### config.mk
export PLATFORM = sky130hd
export DESIGN_NAME = demux_1to5_32b_hs
export DESIGN_NICKNAME = d
export VERILOG_FILES = /design/src/rtl/demux_pkg.sv /design/src/rtl/demux_out_slot.sv /design/src/rtl/demux_1to5_32b_hs.sv
export SDC_FILE = /design/constraint.sdc
export NUM_CORES = 1
export LEC_CHECK = 0
export BUFFER_PORTS_ARGS = -buffer_cell sky130_fd_sc_hd__buf_2
export CORE_MARGIN = 4
export CORE_UTILIZATION = 50
export DETAILED_ROUTE_END_ITERATION = 7
export PLACE_DENSITY = 0.9
export RECOVER_POWER = 25
export SLEW_MARGIN = 20
export SYNTH_ARGS = -nofsm -noshare
export SYNTH_HDL_FRONTEND = slang
export SYNTH_SLANG_ARGS = --single-unit
### constraint.sdc
create_clock -name CGRA_Clock -period 5.3 [get_ports CGRA_Clock]
set_input_delay 0.795 -clock CGRA_Clock [delete_from_list [all_inputs] [get_ports CGRA_Clock]]
set_output_delay 0.795 -clock CGRA_Clock [all_outputs]
set_load 0.005 [all_outputs]
### src/rtl/demux_pkg.sv
// ============================================================================
// Module : demux_pkg
// Brief  : Shared constants, select type and select helpers for the 1-to-5
//          handshaked demultiplexer.
// Rev    : 1.0  initial release
// ============================================================================
`default_nettype none

package demux_pkg;

    localparam int NUM_OUT = 5;
    localparam int SEL_W   = 3;

    typedef logic [SEL_W-1:0] sel_t;

    localparam sel_t SEL_BCAST     = 3'd7;
    localparam sel_t SEL_MAX_LEGAL = 3'd4;

    function automatic logic sel_is_legal(input sel_t s);
        return (s <= SEL_MAX_LEGAL);
    endfunction

endpackage

`default_nettype wire

### src/rtl/demux_out_slot.sv
// ============================================================================
// Module : demux_out_slot
// Brief  : One-entry registered output slot with valid/ready drain and a
//          "frees this cycle" indication used by the upstream select logic.
// Rev    : 1.0  initial release
// ============================================================================
`default_nettype none

module demux_out_slot #(
    parameter int size = 32
) (
    input  logic            clk,
    input  logic            rst_n,
    input  logic            load_i,
    input  logic [size-1:0] data_i,
    input  logic            ready_i,
    output logic            valid_o,
    output logic [size-1:0] data_o,
    output logic            frees_o
);

    logic            valid_q, valid_d;
    logic [size-1:0] data_q,  data_d;

    // A load wins over a drain so a same-cycle drain+load keeps the slot full.
    always_comb begin
        valid_d = valid_q;
        data_d  = data_q;
        if (load_i) begin
            valid_d = 1'b1;
            data_d  = data_i;
        end else if (ready_i) begin
            valid_d = 1'b0;
        end
    end

    always_ff @(posedge clk or negedge rst_n) begin
        if (!rst_n) begin
            valid_q <= 1'b0;
            data_q  <= '0;
        end else begin
            valid_q <= valid_d;
            data_q  <= data_d;
        end
    end

    assign valid_o = valid_q;
    assign data_o  = data_q;
    assign frees_o = !valid_q || ready_i;

endmodule

`default_nettype wire

### src/rtl/demux_1to5_32b_hs.sv
// ============================================================================
// Module : demux_1to5_32b_hs
// Brief  : Handshaked 1-to-5 demultiplexer with per-port one-entry slots and
//          a sticky illegal-select flag. Optional broadcast on select=7 when
//          DEMUX_BCAST_EN is defined.
// Rev    : 1.0  initial release
// ============================================================================
`default_nettype none

module demux_1to5_32b_hs
    import demux_pkg::*;
#(
    parameter int size = 32
) (
    input  logic            CGRA_Clock,
    input  logic            CGRA_Reset_n,
    input  logic [size-1:0] in_data,
    input  logic            in_valid,
    output logic            in_ready,
    input  logic [2:0]      select,
    output logic [size-1:0] out0_data,
    output logic            out0_valid,
    input  logic            out0_ready,
    output logic [size-1:0] out1_data,
    output logic            out1_valid,
    input  logic            out1_ready,
    output logic [size-1:0] out2_data,
    output logic            out2_valid,
    input  logic            out2_ready,
    output logic [size-1:0] out3_data,
    output logic            out3_valid,
    input  logic            out3_ready,
    output logic [size-1:0] out4_data,
    output logic            out4_valid,
    input  logic            out4_ready,
    output logic            sel_err
);

    sel_t               w_sel;
    logic               w_legal;
    logic               w_bcast;
    logic               w_in_ready;
    logic               w_xfer;
    logic [NUM_OUT-1:0] w_hit;
    logic [NUM_OUT-1:0] w_frees;
    logic [NUM_OUT-1:0] w_load;
    logic [NUM_OUT-1:0] w_ready;
    logic [NUM_OUT-1:0] w_valid;
    logic [size-1:0]    w_data [NUM_OUT];
    logic               sel_err_q, sel_err_d;

    assign w_sel   = select;
    assign w_legal = sel_is_legal(w_sel);
`ifdef DEMUX_BCAST_EN
    assign w_bcast = (w_sel == SEL_BCAST);
`else
    assign w_bcast = 1'b0;
`endif

    assign w_ready = {out4_ready, out3_ready, out2_ready, out1_ready, out0_ready};

    // in_ready looks only at select and the slots' frees terms, never at data.
    always_comb begin
        w_in_ready = 1'b1;
        if (w_legal) begin
            w_in_ready = |(w_hit & w_frees);
        end else if (w_bcast) begin
            w_in_ready = &w_frees;
        end
    end

    assign w_xfer   = in_valid && w_in_ready;
    assign in_ready = w_in_ready;

    generate
        for (genvar i = 0; i < NUM_OUT; i++) begin : g_slot
            assign w_hit[i]  = (w_sel == sel_t'(i));
            assign w_load[i] = w_xfer && (w_bcast || (w_legal && w_hit[i]));

            demux_out_slot #(
                .size (size)
            ) u_slot (
                .clk     (CGRA_Clock),
                .rst_n   (CGRA_Reset_n),
                .load_i  (w_load[i]),
                .data_i  (in_data),
                .ready_i (w_ready[i]),
                .valid_o (w_valid[i]),
                .data_o  (w_data[i]),
                .frees_o (w_frees[i])
            );
        end
    endgenerate

    // Illegal selects are accepted and dropped; the flag records that it happened.
    assign sel_err_d = sel_err_q || (w_xfer && !w_legal && !w_bcast);

    always_ff @(posedge CGRA_Clock or negedge CGRA_Reset_n) begin
        if (!CGRA_Reset_n) begin
            sel_err_q <= 1'b0;
        end else begin
            sel_err_q <= sel_err_d;
        end
    end

    assign sel_err    = sel_err_q;
    assign out0_data  = w_data[0];
    assign out1_data  = w_data[1];
    assign out2_data  = w_data[2];
    assign out3_data  = w_data[3];
    assign out4_data  = w_data[4];
    assign out0_valid = w_valid[0];
    assign out1_valid = w_valid[1];
    assign out2_valid = w_valid[2];
    assign out3_valid = w_valid[3];
    assign out4_valid = w_valid[4];

endmodule

`default_nettype wire

==> summary.txt <==
Status
  • Status: finished with violations
  • Violated checks: capacitance limit, slew limit

Cells and area
  • Share of post-route cells with drive strength above 1: 0.6827
  • Fill cells: roughly 930
  • Nets: roughly 630
  • Layout area overhead: 27.17%

Floorplan
  • Ports: between 200 and 250
  • Die area: 14680 um2
  • Die height: 121.2 um
  • Row Count: 41
  • Core box area: 12570 um2
  • Initial Util: 0.5096
  • Die X: 121.2 um

STA
  • Fin. Hold Viols: 0
  • Fmax: 317.0 MHz
  • Post-Route Skew: 0.005818 ns
  • RSZ-0062 raised after global routing: false
  • Slew HR: -0.9919
  • # setup viols final: 0
  • Final worst slack: ~2.1 ns
  • TNS Setup: 0 ns
  • Minimum clock period: 3.155 ns
  • Slew @ Worst Pin: 2.988 ns
  • Period utilisation layout: 0.5952
  • Slew Limit Fails: 127

Yosys
  • Leading area contributor after synthesis: dfrtp_1
  • Synth Net Count: 416
  • Post-Syn Instances: 373
  • Synth warn: 0
  • Area of the mapped netlist: approximately 6400 um2
  • #FFs+latches synth: 166
  • Unique masters post-synth: 24
  • Area contributors post-synth: dfrtp_1 65%, mux2_2 23%, mux2_4 7.0%, buf_12 0.94%, buf_2 0.94%
  • Synth Area per Inst: around 17 um2
  • Register area share after synthesis: 0.6486
  • Top cell type's share of synthesized area: 0.6486

Clock tree
  • Clock Latency Late Sink: ~0.42 ns
  • CTS root buf: clkbuf_16
  • CTS max path bufs: 2
  • CTS buffer count: 17
  • H-tree Lvls: 4
  • Clock tree from TritonCTS: yes
  • CTS Sinks: 166
  • Clk slew on worst S/H paths: roughly 0.070 ns
  • CTS Hold Buffers Added: 0
  • Post-CTS setup buffers: 0
  • CTS resizes: 0

Hold path
  • WHS Path Cells: 1
  • Worst Hold Class: flip-flop to flip-flop

Routing
  • Initial drt markers: 282
  • Vias: 3971
  • Post-detailed-route DRC marker count: 0
  • Vias per inst: 5.124
  • Wirelength per Cell: 19.39 um
  • Final wirelength: 15.03 mm
  • Drt pass-1 iters: 4
  • Post-DRT Antenna Nets: 0

Worst setup path
  • Worst EP arrival: 3.68 ns
  • CP cell instances: clkbuf_2 -> buf_4
  • Reg2Reg Depth: 6
  • Biggest cell delay along the critical path: 2.04 ns
  • Critical Path RT: 5.82 ns
  • Critical path endpoint category: async pin
  • Critical path fanouts, max: 126
  • Crit path max-delay family: buffers and inverters
  • Flop-to-flop setup slack: 2.68 ns
  • Slowest CP cell: clkbuf_2
  • WS Path Type: input pin to async pin
  • Critical path launch point type: input pin
  • Crit path depth: 2
  • Crit path buf inv count: 2

Global routing
  • GRT Total Usage: 0.2111
  • Vias in the first global route: 4226
  • Global-route wire length before repair: 23.48 mm
  • Initial antenna violation count: 1
  • Largest net degree at the start of global routing: 127
  • Grt ovf: 0

Flow run
  • Max-cap viol count: 1

Pwr
  • PwrDens: 441.7 nW/um2
  • Maximum VDD drop: between 0.0002 and 0.0003 V
  • Static leakage: roughly 0.0040 uW

Placed design
  • IO buf count: 209
  • Gpl congestion: 0.7641
  • DP HPWL: 10.54 mm
  • Pre-CTS setup slack: 2.095 ns
synth_stat cells (all sizes together):
master,count
nor3,1
nor2b,3
a311oi,1
nand3,3
nand2b,2
nor3b,2
nor4,1
o21bai,1
buf,16
clkbuf,1
dfrtp,166
nand2,8
o31ai,1
nand4b,2
a21oi,1
or2,2
nor2,1
mux2,160
inv,1
worst register-to-register path, delay by kind of cell, from the launching register on:
kind | cells | cell delay [ns]
buffers and inverters | 1 | 0.47
multiplexers | 1 | 0.38
AND/OR/NAND/NOR | 1 | 0.16
flip-flops | 1 | 0.40
AO/OA/AOI/OAI | 3 | 1.10
layer usage:
| metal | global-route usage | routed length (um) |
|---|---|---|
| met1 | 0.2574 | 5929 |
| met2 | 0.3463 | 7698 |
| met3 | 0.06480 | 1036 |
| met4 | 0.09524 | 355 |
| met5 | 0 | 7 |
cell families after synthesis:
group / share of synthesized area
compound gates: 0.007034
simple gates: 0.02383
flops: 0.6486
buf+inv: 0.02168
mux: 0.2989
area by class of cell:
class / instances / area [um2] / area share
sequential: 166 / 4154 / 0.5100
multi-input combinational: 189 / 2132 / 0.2618
timing repair buffer: 214 / 1082 / 0.1329
clock buffer: 17 / 425.4 / 0.05223
tap: 172 / 215.2 / 0.02642
clock inverter: 15 / 130.1 / 0.01598
inverter: 1 / 3.754 / 0.0004608
antenna: 1 / 2.502 / 0.0003072
registers in the layout, indices dropped and copies added, names as in the netlist:
signal                 cells
g_slot.u_slot.data_o     160
g_slot.u_slot.valid_o      5
sel_err                    1
worst paths after layout:
| kind | start | endpoint |
|---|---|---|
| worst min-delay path | g_slot[4].u_slot.data_o[11] | g_slot[4].u_slot.data_o[11] |
| worst max register to register | g_slot[0].u_slot.valid_o | g_slot[3].u_slot.data_o[31] |
| min in group asynchronous | CGRA_Reset_n | g_slot[1].u_slot.data_o[8] |
| worst min register to register | g_slot[4].u_slot.data_o[11] | g_slot[4].u_slot.data_o[11] |
| max in group CGRA_Clock | select[0] | g_slot[3].u_slot.data_o[31] |
| worst max-delay path | CGRA_Reset_n | g_slot[3].u_slot.data_o[20] |
stage by stage:
stage	cell area [um2]	cells	power [uW]	utilization	hold WS [ns]
finish	8145	775	3598	0.6481	0.4835
global route	8143	774	3788	0.6479	0.4968
CTS	8150	774	3637	0.6485	0.4860
detailed placement	7595	742	2467	0.6043	0.4702
global placement	7595	742	2419	0.6043	0.4610
floorplan	6405	373	2034	-	0.4678
layout by cell type, fill, tap and decap left out, types with 2 or more instances in the layout:
master,synthesis,final
clkbuf_16,0,17
nand2b_1,2,2
or2_2,2,2
dfrtp_1,166,166
nand2_1,8,8
clkinvlp_4,0,3
mux2_1,2,2
clkinv_2,0,5
buf_2,12,207
inv_6,0,4
mux2_4,30,30
mux2_2,128,128
nor2b_1,3,3
nand3_1,3,2
clkinv_4,0,2
buf_4,0,5
nand4b_1,2,2
report_power, final:
part | total [uW] | switching (uW) | internal [uW]
sequential | 1700 | 152 | 1550
clock | 1160 | 514 | 649
combinational | 733 | 295 | 438
total | 3600 | 961 | 2640
No activity file was read; power rests on OpenSTA's default activity.
